`src/rtl/usr_pkg.sv`:
```
// Shared types and constants for the serial frame receiver.
// Optional parity support is selected with USR_RX_PARITY_EN.
package usr_pkg;

  typedef enum logic [1:0] {
    IDLE,
    DATA,
    PARITY,
    STOP
  } rx_state_t;

  localparam logic START_BIT  = 1'b0;
  localparam logic STOP_BIT   = 1'b1;
  localparam int   DEF_DATA_W = 8;

endpackage

```
`src/rtl/usr_out_buf.sv`:
```
// One-entry valid/ready holding register for received words.
// A word arriving while the entry is full and not draining is dropped.
module usr_out_buf
  import usr_pkg::*;
#(
  parameter int W = DEF_DATA_W
) (
  input  logic         clk,
  input  logic         rst,
  input  logic         acc,
  input  logic [W-1:0] din,
  input  logic         rdy,
  output logic [W-1:0] dout,
  output logic         vld,
  output logic         ovr
);

  // Load on accept when the slot is free or draining; else flag overrun.
  always_ff @(posedge clk) begin
    if (rst) begin
      dout <= '0;
      vld  <= 1'b0;
      ovr  <= 1'b0;
    end else begin
      ovr <= 1'b0;
      if (acc) begin
        if (vld && !rdy) begin
          ovr <= 1'b1;
        end else begin
          dout <= din;
          vld  <= 1'b1;
        end
      end else if (vld && rdy) begin
        vld <= 1'b0;
      end
    end
  end

endmodule

```
`src/rtl/usr_frame_rx.sv`:
```
// Serial frame receiver fed by the shift register serial output.
// Define USR_RX_PARITY_EN to add an even parity bit before the stop bit.
module usr_frame_rx
  import usr_pkg::*;
#(
  parameter int DATA_W = DEF_DATA_W,
  parameter int CNT_W  = 4
) (
  input  logic              clk,
  input  logic              rst,
  input  logic              sdi,
  input  logic              sdi_vld,
  input  logic              out_rdy,
  output logic [DATA_W-1:0] pdata,
  output logic              pdata_vld,
  output logic              par_err,
  output logic              frm_err,
  output logic              ovr_err,
  output logic              busy
);

  localparam logic [CNT_W-1:0] LAST = CNT_W'(DATA_W - 1);

  rx_state_t         state;
  logic [CNT_W-1:0]  cnt;
  logic [DATA_W-1:0] sreg;
  logic              acc;

`ifdef USR_RX_PARITY_EN
  logic              par_mis;
`endif

  assign busy = (state != IDLE);

`ifdef USR_RX_PARITY_EN
  assign acc = sdi_vld && (state == STOP)
            && (sdi == STOP_BIT) && !par_mis;
`else
  assign acc = sdi_vld && (state == STOP)
            && (sdi == STOP_BIT);
`endif

  // Frame FSM: advances one step per bit strobe, LSB-first shift.
  always_ff @(posedge clk) begin
    if (rst) begin
      state   <= IDLE;
      cnt     <= '0;
      sreg    <= '0;
      par_err <= 1'b0;
      frm_err <= 1'b0;
`ifdef USR_RX_PARITY_EN
      par_mis <= 1'b0;
`endif
    end else begin
      par_err <= 1'b0;
      frm_err <= 1'b0;
      if (sdi_vld) begin
        unique case (state)
          IDLE: begin
            if (sdi == START_BIT) begin
              state <= DATA;
              cnt   <= '0;
`ifdef USR_RX_PARITY_EN
              par_mis <= 1'b0;
`endif
            end
          end
          DATA: begin
            sreg <= {sdi, sreg[DATA_W-1:1]};
            cnt  <= cnt + 1'b1;
            if (cnt == LAST) begin
`ifdef USR_RX_PARITY_EN
              state <= PARITY;
`else
              state <= STOP;
`endif
            end
          end
`ifdef USR_RX_PARITY_EN
          PARITY: begin
            par_mis <= (^sreg) ^ sdi;
            state   <= STOP;
          end
`endif
          STOP: begin
            state <= IDLE;
            if (sdi != STOP_BIT) begin
              frm_err <= 1'b1;
            end
`ifdef USR_RX_PARITY_EN
            else if (par_mis) begin
              par_err <= 1'b1;
            end
`endif
          end
          default: state <= IDLE;
        endcase
      end
    end
  end

  usr_out_buf #(
    .W(DATA_W)
  ) u_buf (
    .clk (clk),
    .rst (rst),
    .acc (acc),
    .din (sreg),
    .rdy (out_rdy),
    .dout(pdata),
    .vld (pdata_vld),
    .ovr (ovr_err)
  );

endmodule

```
`config.mk`:
```
export PLATFORM = sky130hd
export DESIGN_NAME = usr_frame_rx
export DESIGN_NICKNAME = d
export VERILOG_FILES = /design/src/rtl/usr_pkg.sv /design/src/rtl/usr_out_buf.sv /design/src/rtl/usr_frame_rx.sv
export SDC_FILE = /design/constraint.sdc
export NUM_CORES = 1
export LEC_CHECK = 0
export ABC_AREA = 0
export BUFFER_PORTS_ARGS = -buffer_cell sky130_fd_sc_hd__buf_2
export CORE_UTILIZATION = 48
export DETAILED_ROUTE_END_ITERATION = 12
export GPL_TIMING_DRIVEN = 0
export PLACE_DENSITY = 0.75
export SLEW_MARGIN = 10
export SYNTH_ARGS = -nofsm -noshare
export SYNTH_HDL_FRONTEND = slang
export SYNTH_SLANG_ARGS = --single-unit
export TNS_END_PERCENT = 50
```
`constraint.sdc`:
```
create_clock -name clk -period 1.3 [get_ports clk]
set_input_delay 0.325 -clock clk [delete_from_list [all_inputs] [get_ports clk]]
set_output_delay 0.325 -clock clk [all_outputs]
set_load 0.01 [all_outputs]
```
Yosys cells after proc, flatten, opt, wreduce, memory -nomap -nowiden
Index checks and enable logic that the tools add are counted.
{ "totals": {"wordCells": 44, "reg_bits": 25} }
{ "op_classes": {"eq_ne": 6, "n_reduce_logical": 16, "n_bitwise": 4, "add_sub_neg": 1, "muxes": 10} }
{ "op_table": {"columns": ["op", "n"], "rows": [
  ["one-hot mux 4 bit (2 select lines)", 1],
  ["inequality test 2 bit (second input constant)", 3],
  ["AND reduction 2 bit", 3],
  ["AND reduction 3 bit", 2],
  ["nonzero test 2 bit", 3],
  ["2-to-1 mux 1 bit", 5],
  ["adder 4 x 1 -> 4 bit (second input constant)", 1],
  ["== test 4 x 3 -> 1 bit (second input constant)", 1],
  ["logical AND 1 bit", 4],
  ["2-to-1 mux 2 bit", 2],
  ["2-to-1 mux 4 bit", 1],
  ["inverter 1 bit", 4],
  ["one-hot mux 2 bit (2 select lines)", 1],
  ["OR reduction 3 bit", 1],
  ["== test 2 x 1 -> 1 bit (second input constant)", 1],
  ["== test 2 bit (second input constant)", 1],
  ["zero test 2 bit", 1],
  ["OR reduction 2 bit", 1],
  ["zero test 1 bit", 1]
]} }

Logic depth before layout (Yosys ltp)
Gate-level depths: netlist (run 1).
{ "depth": {"word_depth": 5, "ltp_mapped": 5, "mapped_depth_nobuf": 4} }

Cells and area by module
From an unflattened synthesis (run 1), not the netlist that was laid out.
{ "unflattened": {"cells_unflattened": 108, "area_unflattened_um2": 1056.0} }
{ "by_module_without_submodules": {"columns": ["mod", "seq_area_each_um2", "cells_each", "instances", "area_per_inst_um2"], "rows": [
  ["usr_frame_rx", 300.3, 67, 1, 619.3],
  ["usr_out_buf", 200.2, 41, 1, 436.7]
]} }

Worst setup path after synthesis (run 1)
Ideal clock, no wire load.
{ "synth_path": {"path_kind": "input to register", "start": "in sdi_vld", "end": "reg cnt[3]", "arrival_time_ps": 1147, "path_buffers": 1, "setup_ps": 74, "setup_slack_ps": 79, "cell_stages": 4, "cell_sequence": "buf_4 -> nand2b_4 -> or4b_1 -> a31oi_1"} }
{ "synth_between": {"elab_chain_len": 1} }
{ "synth_rtl": {"columns": ["item", "line", "text"], "rows": [
  ["from (decl)", "usr_frame_rx.sv:12", "input logic sdi_vld,"],
  ["AND reduction 3 bit (no source line)", null, null],
  ["to (signal assigned)", "usr_frame_rx.sv:70", "cnt <= cnt + 1'b1;"],
  ["to (decl)", "usr_frame_rx.sv:25", "logic [CNT_W-1:0] cnt;"]
]} }
No other way between the ends.
A chain may end at the register's enable or synchronous reset.

Worst setup path in the final report (run 1)
{ "layout_path": {"start": "reg state[0]", "end": "out busy"} }
{ "layout_between": {"elab_chain_len": 1} }
{ "layout_rtl": {"columns": ["item", "line", "text"], "rows": [
  ["from (decl)", "usr_frame_rx.sv:24", "rx_state_t state;"],
  ["from (signal assigned)", "usr_frame_rx.sv:46", "state <= IDLE;"],
  ["from (signal assigned)", "usr_frame_rx.sv:61", "state <= DATA;"],
  ["from (signal assigned)", "usr_frame_rx.sv:75", "state <= STOP;"],
  ["nonzero test 2 bit", "usr_frame_rx.sv:33", "assign busy = (state != IDLE);"],
  ["to (decl)", "usr_frame_rx.sv:19", "output logic busy"]
]} }
No other way between the ends.

==> impl_metrics.env, run 1 <==
export IMPL_yosys_top_cells_area="dfxtp_1 48%, nand2b_1 11%, mux2i_1 7.6%, a21oi_1 6.7%, nand2_1 6.1%"
export IMPL_required_ns=0.98
export IMPL_timing_fmax_mhz=746
export IMPL_rrSetupSlack_ns=0.03
export IMPL_end_kind="output pin"
export IMPL_ys_ff_latch=25
export IMPL_worst_r2r_startpoint="state[0]$_SDFFE_PP0P_"
export IMPL_skew_ns=0.00439
export IMPL_via_count=844
export IMPL_rsz0062_at_grt="true"
export IMPL_synth_top_area_cell="dfxtp_1"
export IMPL_reg2reg_depth=5
export IMPL_hold_viol=0
export IMPL_arrival_ns=1.02
export IMPL_syn_nets=123
export IMPL_routed_wl_mm=1.90
export IMPL_pin_count=18
export IMPL_final_antenna_net_count=0
export IMPL_fp_coreArea_mm2=0.00202
export IMPL_synth_async_reset_ratio_pct=0
export IMPL_numPortBuffers=15
export IMPL_via_per_inst=4.99
export IMPL_cts_path_max_buffers=2
export IMPL_fin_crit_ns=1.34
export IMPL_start_util_pct=52.1
export IMPL_setup_ws_ns=-0.0413
export IMPL_stdcell_count=169
export IMPL_cts_inserted_buffers=3
export IMPL_p_int_mw=0.924
export IMPL_synth_compound_area_share_pct=10.3
export IMPL_power_density_mw_per_mm2=942
export IMPL_power_leakage_nw=0.478
export IMPL_synth_fa_ha_area_share_pct=1.19
export IMPL_synthMuxAreaShare_pct=7.60
export IMPL_netlist_area_leader_share_pct=47.5
export IMPL_rows=16
export IMPL_synth_top_family_by_area="simple AND/OR/NAND/NOR gates"
export IMPL_synth_edf_count=0
export IMPL_insertion_delay_ns=0.30
export IMPL_final_common_cell="dfxtp_1"
export IMPL_die_y_um=48.9
export IMPL_mostFrequentLayoutCells="20 x dfxtp_1, 18 x nand2b_1, 17 x nand2_1"
export IMPL_hpwl_mm=1.31
export IMPL_dp_slack_ns=-0.149
export IMPL_antenna_found_initial=0
export IMPL_cts_sinks=25
export IMPL_synth_seq_area_share_pct=47.5
export IMPL_clk_pin_slew_ns=0.12
export IMPL_path_class="flop to output pin"
export IMPL_wl_per_cell_um=11.3
export IMPL_synth_xor_area_share_pct=0
export IMPL_worstReg2RegEnd="state[1]$_SDFFE_PP0P_"
export IMPL_die_w_um=48.9
export IMPL_cts_hold_buffers=0
export IMPL_nets=149
export IMPL_gp_congestion=0.731
export IMPL_cts_root_buf="clkbuf_4"
export IMPL_min_to="frm_err$_SDFF_PP0_"
export IMPL_placed_cells=159
export IMPL_synth_flop_cell="dfxtp_1"
export IMPL_status="finished, violations left"
export IMPL_pwr_share_seq_pct=65.4
export IMPL_synth_simple_area_share_pct=28.7
export IMPL_cts_tree="yes"
export IMPL_h_tree_depth=1
export IMPL_grtUsageTotal_pct=16.8
export IMPL_setup_viol=1
export IMPL_syn2layout_area_growth_pct=19.0
export IMPL_min_from="sdi"
export IMPL_drive_gt1_share_pct=25.4
export IMPL_drc=0
export IMPL_antenna_cells=0
export IMPL_hp_class="input pin to flop"
export IMPL_pwr_share_comb_pct=6.9
export IMPL_synthCells=117
export IMPL_num_fill_cells=189
export IMPL_initialDrtViolationCount=20
export IMPL_maxSlewViolCount=0
export IMPL_tns_ns=-0.0413
export IMPL_crit_fanout=3
export IMPL_dr_pass1_iters=4
export IMPL_worst_hold_path_num_cells=2
export IMPL_pwr_share_clk_pct=27.8
export IMPL_timing_final_crit_share_pct=103
export IMPL_p_sw_mw=0.257
export IMPL_ir_drop_uv=562
export IMPL_violations="setup timing"
export IMPL_start_kind="flop"
export IMPL_switching_share_pct=21.8
export IMPL_startpoint="state[0]$_SDFFE_PP0P_"
export IMPL_synth_cell_type_count=27
export IMPL_die_area_mm2=0.00239
export IMPL_syn_avg_cell_area_um2=9.00
export IMPL_maxCapViolCount=0
export IMPL_gr_total_overflow=0
export IMPL_grt_pass1_vias=778
export IMPL_ys_warn_count=0
export IMPL_grt_max_degree=14
export IMPL_synthesis_area_mm2=0.00105
export IMPL_grt_pass1_wl_mm=3.12
==> area by class of cell <==
class / instances / area [um2] / share of cell area, %
timing repair buffer: 22 / 128 / 10.2
tap: 27 / 33.8 / 2.69
inverter: 1 / 3.75 / 0.299
buffer: 7 / 42.5 / 3.39
sequential: 25 / 512 / 40.8
clock buffer: 4 / 26.3 / 2.10
multi-input combinational: 83 / 508 / 40.5
==> per-layer routing <==
metal / track usage (%) / part of all wire (%) / wire, um
met4: 9.80 / 1.4 / 27
met1: 19.1 / 46 / 874
met2: 29.4 / 51 / 963
met5: 0 / 0 / 0
met3: 2.80 / 1.9 / 37
==> per-stage QoR <==
stage	area, um2	utilization [%]	total power, mW	hold WS (ns)
2_1_floorplan	1050	-	0.843	0.402
3_3_place_gp	1160	57.5	0.863	0.446
3_5_place_dp	1160	57.5	0.866	0.447
4_1_cts	1240	61.3	1.20	0.237
5_1_grt	1250	62.0	1.24	0.245
6_report	1250	62.0	1.18	0.253
==> how the worst max path moves through the flow <==
stage,slack [ns],endpoint
CTS,-0.06,busy
detailed placement,-0.15,cnt[2]$_SDFFE_PP0P_
floorplan,0.08,cnt[3]$_SDFFE_PP0P_
global placement,-0.13,cnt[1]$_SDFFE_PP0P_
global route,-0.09,busy
finish,-0.04,busy
==> power by group through the flow <==
stage / Clock, mW / Sequential, mW / Combinational (mW)
finish: 0.328 / 0.772 / 0.0810
global route: 0.378 / 0.774 / 0.0888
CTS: 0.344 / 0.772 / 0.0817
detailed placement: 0 / 0.791 / 0.0751
global placement: 0 / 0.790 / 0.0724
floorplan: 0 / 0.790 / 0.0533
==> Yosys cell counts (all sizes together) (2+ instances only) <==
cell,instances
a21oi,14
buf,5
clkbuf,3
dfxtp,25
mux2i,8
nand2,17
nand2b,19
nand3,3
nor2b,3
nor3,2
o21ai,5
==> cell families after synthesis <==
group / Yosys count
adder cells (fa/ha/maj): 1
AO/OA/AOI/OAI: 21
flip-flops: 25
multiplexers: 8
buffers and inverters: 9
other: 1
AND/OR/NAND/NOR: 52
==> sequential cells by signal, summed over array words and instances, names as in the netlist <==
name and count:
cnt 4, frm_err 1, sreg 8, state 2, u_buf.dout 8, u_buf.ovr 1
u_buf.vld 1
==> worst max-delay path, cell delays in order (launching register included) <==
cell	delay, ns
dfxtp_4	0.37
or2_1	0.21
buf_2	0.14
==> repair_timing <==
item	in CTS	in global routing
buffers inserted	6	1
pin swaps	0	3
endpoints found under the setup margin	10	9
gates resized for setup	5	4
Note: power is estimated with default switching activity, not from simulation.
==> run 2, diff against run 1 <==
PLACE_DENSITY = 0.73   (was 0.75)
==> run 2 against run 1 <==
Effect of this change: the flow still finishes with violations (setup timing); largest cell class is now multi-input gates; global-route usage increased by 1.1 points; clock power rose by 11%; first-iteration DRC count up 10%; critical endpoint unchanged; setup slack got worse by 0.028 ns.
==> impl_metrics.env, run 2 (synthesis gave the netlist of run 1 again) <==
export IMPL_cts_inserted_buffers=3
export IMPL_gr_total_overflow=0
export IMPL_dp_slack_ns=-0.148
export IMPL_via_count=853
export IMPL_maxCapViolCount=0
export IMPL_clk_pin_slew_ns=0.14
export IMPL_grtUsageTotal_pct=17.9
export IMPL_required_ns=0.98
export IMPL_wl_per_cell_um=11.5
export IMPL_pwr_share_clk_pct=29.8
export IMPL_grt_pass1_vias=794
export IMPL_routed_wl_mm=1.92
export IMPL_worst_r2r_startpoint="state[0]$_SDFFE_PP0P_"
export IMPL_final_antenna_net_count=0
export IMPL_ir_drop_uv=765
export IMPL_die_area_mm2=0.00239
export IMPL_via_per_inst=5.11
export IMPL_cts_path_max_buffers=2
export IMPL_min_from="sdi"
export IMPL_drive_gt1_share_pct=22.9
export IMPL_numPortBuffers=15
export IMPL_mostFrequentLayoutCells="23 x dfxtp_1, 18 x nand2b_1, 17 x nand2_1"
export IMPL_start_kind="flop"
export IMPL_pin_count=18
export IMPL_start_util_pct=52.1
export IMPL_dr_pass1_iters=4
export IMPL_violations="setup timing"
export IMPL_hp_class="input pin to flop"
export IMPL_worst_hold_path_num_cells=2
export IMPL_hpwl_mm=1.36
export IMPL_power_density_mw_per_mm2=983
export IMPL_drc=0
export IMPL_status="finished, violations left"
export IMPL_rrSetupSlack_ns=0.05
export IMPL_grt_pass1_wl_mm=3.30
export IMPL_path_class="flop to output pin"
export IMPL_rows=16
export IMPL_reg2reg_depth=5
export IMPL_antenna_found_initial=0
export IMPL_insertion_delay_ns=0.32
export IMPL_cts_root_buf="clkbuf_4"
export IMPL_die_w_um=48.9
export IMPL_end_kind="output pin"
export IMPL_maxSlewViolCount=0
export IMPL_skew_ns=0.00162
export IMPL_setup_viol=1
export IMPL_p_int_mw=0.925
export IMPL_startpoint="state[0]$_SDFFE_PP0P_"
export IMPL_die_y_um=48.9
export IMPL_gp_congestion=0.881
export IMPL_cts_hold_buffers=0
export IMPL_antenna_cells=0
export IMPL_fp_coreArea_mm2=0.00202
export IMPL_setup_ws_ns=-0.0695
export IMPL_fin_area_mm2=0.00124
export IMPL_timing_final_crit_share_pct=105
export IMPL_cts_tree="yes"
export IMPL_pwr_share_seq_pct=63.4
export IMPL_power_leakage_nw=0.461
export IMPL_power_mw=1.22
export IMPL_nets=147
export IMPL_placed_area_mm2=0.00116
export IMPL_p_sw_mw=0.294
export IMPL_holdWs_ns=0.218
export IMPL_h_tree_depth=1
export IMPL_rsz0062_at_grt="true"
export IMPL_syn2layout_area_growth_pct=17.8
export IMPL_timing_fmax_mhz=730
export IMPL_pwr_share_comb_pct=6.8
export IMPL_final_common_cell="dfxtp_1"
export IMPL_crit_fanout=4
export IMPL_grt_max_degree=16
export IMPL_arrival_ns=1.04
export IMPL_cts_sinks=25
export IMPL_tns_ns=-0.0695
export IMPL_fin_crit_ns=1.37
export IMPL_reg_top3="sreg: 8 flops, u_buf.dout: 8 flops, cnt: 4 flops"
export IMPL_hold_viol=0
export IMPL_initialDrtViolationCount=22
export IMPL_switching_share_pct=24.1
-- run 2: through the flow --
| stage | cells | util [%] |
|---|---|---|
| floorplan | 117 | - |
| global placement | 159 | 57.5 |
| detailed placement | 159 | 57.5 |
| CTS | 167 | 60.9 |
| global route | 167 | 61.4 |
| finish | 167 | 61.4 |
-- run 2: final cells by class --
type,instances,area [um2]
Sequential cell,25,508
Multi-Input combinational cell,83,512
Fill cell,184,781
Timing Repair Buffer,20,109
Clock inverter,1,7.51
Inverter,1,3.75
Buffer,7,45.0
Tap cell,27,33.8
Clock buffer,3,22.5
-- run 2: worst paths after layout --
path / end
worst max-delay path: busy
worst min-delay path: frm_err$_SDFF_PP0_
worst min register to register: sreg[0]$_SDFFE_PP0P_
worst max register to register: u_buf.dout[6]$_SDFFE_PP0P_
-- run 2: per-layer routing --
layer	wire length (um)	track usage, %	up-vias	share of wire (%)
li1	-	-	440	-
met1	913	21.7	396	48
met2	940	31.0	15	49
met3	56	2.80	2	2.9
met4	10	7.84	0	0.52
met5	0	0	-	0
-- run 2: power groups by stage --
| stage | registers [mW] | clock network, mW | logic (mW) |
|---|---|---|---|
| after floorplan | 0.790 | 0 | 0.0533 |
| after global placement | 0.790 | 0 | 0.0725 |
| after detailed placement | 0.791 | 0 | 0.0738 |
| after CTS | 0.773 | 0.363 | 0.0824 |
| after global routing | 0.775 | 0.400 | 0.0930 |
| final | 0.773 | 0.363 | 0.0832 |
-- run 2: repair_timing --
| action | CTS | global route |
|---|---|---|
| pin swaps | 0 | 0 |
| gates resized for setup | 5 | 3 |
| buffers inserted | 5 | 0 |
| endpoints found under the setup margin | 10 | 3 |
-- run 2: worst max-delay path, cell delays in order, from the launching register on --
cell and delay [ns]:
dfxtp_4 0.38, or2_1 0.21, buf_2 0.13
==> run 3, diff against run 2 <==
CORE_UTILIZATION = 36   (was 48)
PLACE_DENSITY = unset   (was 0.73)
==> run 3 against run 2 <==
Effect of this change: wire length is 1.1% lower; largest power group unchanged; largest cell class is now registers; the run still ends with setup timing left; power is 2.8% lower; die area increased by 32%.
==> impl_metrics.env, run 3 (synthesis gave the netlist of run 1 again) <==
export IMPL_routed_wl_mm=1.90
export IMPL_gp_congestion=0.734
export IMPL_pwr_share_clk_pct=28.6
export IMPL_rsz0062_at_grt="true"
export IMPL_grt_pass1_wl_mm=3.19
export IMPL_via_count=831
export IMPL_fp_coreArea_mm2=0.00276
export IMPL_pin_count=18
export IMPL_start_kind="flop"
export IMPL_power_density_mw_per_mm2=965
export IMPL_hpwl_mm=1.30
export IMPL_arrival_ns=1.02
export IMPL_skew_ns=0.00303
export IMPL_via_per_inst=4.92
export IMPL_p_int_mw=0.918
export IMPL_die_w_um=56.1
export IMPL_reg2reg_depth=3
export IMPL_switching_share_pct=22.5
export IMPL_final_antenna_net_count=0
export IMPL_nets=145
export IMPL_path_class="flop to output pin"
export IMPL_rrSetupSlack_ns=0.04
export IMPL_p_sw_mw=0.267
export IMPL_pwr_share_comb_pct=6.3
export IMPL_antenna_found_initial=0
export IMPL_grt_max_degree=14
export IMPL_holdWs_ns=0.238
export IMPL_initialDrtViolationCount=17
export IMPL_cts_inserted_buffers=3
export IMPL_setup_ws_ns=-0.0499
export IMPL_min_from="sdi"
export IMPL_insertion_delay_ns=0.31
export IMPL_timing_fmax_mhz=741
export IMPL_mostFrequentLayoutCells="22 x dfxtp_1, 18 x nand2b_1, 17 x nand2_1"
export IMPL_gr_total_overflow=0
export IMPL_pwr_share_seq_pct=65.2
export IMPL_min_to="frm_err$_SDFF_PP0_"
export IMPL_power_mw=1.19
export IMPL_clk_pin_slew_ns=0.13
export IMPL_maxSlewViolCount=0
export IMPL_cts_tree="yes"
export IMPL_die_area_mm2=0.00315
export IMPL_rows=19
export IMPL_critPathSlowestCell="dfxtp_4"
export IMPL_crit_fanout=3
export IMPL_cts_sinks=25
export IMPL_drive_gt1_share_pct=21.7
export IMPL_setup_viol=1
export IMPL_violations="setup timing"
export IMPL_ir_drop_uv=634
export IMPL_antenna_cells=0
export IMPL_power_leakage_nw=0.454
export IMPL_cts_path_max_buffers=2
export IMPL_dr_pass1_iters=4
export IMPL_final_common_cell="dfxtp_1"
export IMPL_h_tree_depth=1
export IMPL_hp_class="input pin to flop"
export IMPL_required_ns=0.98
export IMPL_grt_pass1_vias=771
export IMPL_worst_r2r_startpoint="state[1]$_SDFFE_PP0P_"
export IMPL_die_y_um=56.1
export IMPL_cts_hold_buffers=0
export IMPL_timing_final_crit_share_pct=104
export IMPL_slowest_delay_ns=0.37
export IMPL_start_util_pct=38.2
export IMPL_numPortBuffers=15
export IMPL_syn2layout_area_growth_pct=16.6
export IMPL_post_route_util_pct=44.6
export IMPL_drc=0
export IMPL_end_kind="output pin"
export IMPL_worst_hold_path_num_cells=2
export IMPL_reg_top3="sreg: 8 flops, u_buf.dout: 8 flops, cnt: 4 flops"
export IMPL_grtUsageTotal_pct=12.6
export IMPL_maxCapViolCount=0
export IMPL_status="finished, violations left"
export IMPL_path_cells="or2_1 -> buf_2"
export IMPL_fin_crit_ns=1.35
export IMPL_cts_root_buf="clkbuf_4"
export IMPL_hold_viol=0
export IMPL_wl_per_cell_um=11.2
export IMPL_worstReg2RegEnd="cnt[3]$_SDFFE_PP0P_"
[run 3: cell types whose count changed in the layout (fill, tap and decap cells not counted), sizes merged]
cell      before  now
clkinvlp       1    0
buf           23   22
[run 3: worst max path at each step]
| stage | depth (start not counted) | start | slack, ns | endpoint |
|---|---|---|---|---|
| 6_report | 2 | state[0]$_SDFFE_PP0P_ | -0.05 | busy |
| 4_1_cts | 2 | state[1]$_SDFFE_PP0P_ | -0.06 | busy |
| 3_5_place_dp | 4 | rst | -0.21 | cnt[2]$_SDFFE_PP0P_ |
| 3_3_place_gp | 4 | rst | -0.15 | cnt[2]$_SDFFE_PP0P_ |
| 2_1_floorplan | 4 | sdi_vld | 0.08 | cnt[3]$_SDFFE_PP0P_ |
| 5_1_grt | 2 | state[0]$_SDFFE_PP0P_ | -0.08 | busy |
[run 3: repair_timing]
action,CTS,global route
setup endpoints to repair,10,11
pin swaps,0,2
gates resized for setup,5,2
setup buffers,3,1
[run 3: power groups by stage]
stage / registers [mW] / logic [mW] / clock network (mW)
after global routing: 0.773 / 0.0828 / 0.377
after CTS: 0.772 / 0.0756 / 0.354
after detailed placement: 0.791 / 0.0750 / 0
after global placement: 0.790 / 0.0739 / 0
final: 0.772 / 0.0742 / 0.339
after floorplan: 0.790 / 0.0533 / 0
[run 3: metal layers]
| metal | vias up | global-route usage (%) | part of all wire [%] |
|---|---|---|---|
| met3 | 2 | 2.33 | 3.0 |
| li1 | 431 | - | - |
| met2 | 10 | 20.9 | 48 |
| met4 | 0 | 5.23 | 0.63 |
| met1 | 388 | 16.1 | 48 |
| met5 | - | 0 | 0 |
[run 3: through the flow]
stage	area [um2]	std cells	setup slack, ns	setup TNS, ns
6_report	1230	169	-0.0499	-0.0499
5_1_grt	1230	169	-0.0821	-0.0858
4_1_cts	1220	169	-0.0627	-0.0627
3_5_place_dp	1170	163	-0.209	-1.97
3_3_place_gp	1170	163	-0.154	-1.45
2_1_floorplan	1050	117	0.0787	0
[run 3: layout make-up]
cell class / count / area (um2)
well taps: 31 / 38.8
flip-flops and latches: 25 / 509
inverters: 1 / 3.75
fillers: 285 / 1530
plain buffers: 6 / 37.5
repair buffers: 19 / 105
multi-input cells: 83 / 508
clock buffers: 4 / 26.3
[run 3: critical path: cells and delay by family (launching register included)]
kind,cells,cell delay (ns)
buf+inv,1,0.13
simple gates,1,0.21
flops,1,0.37
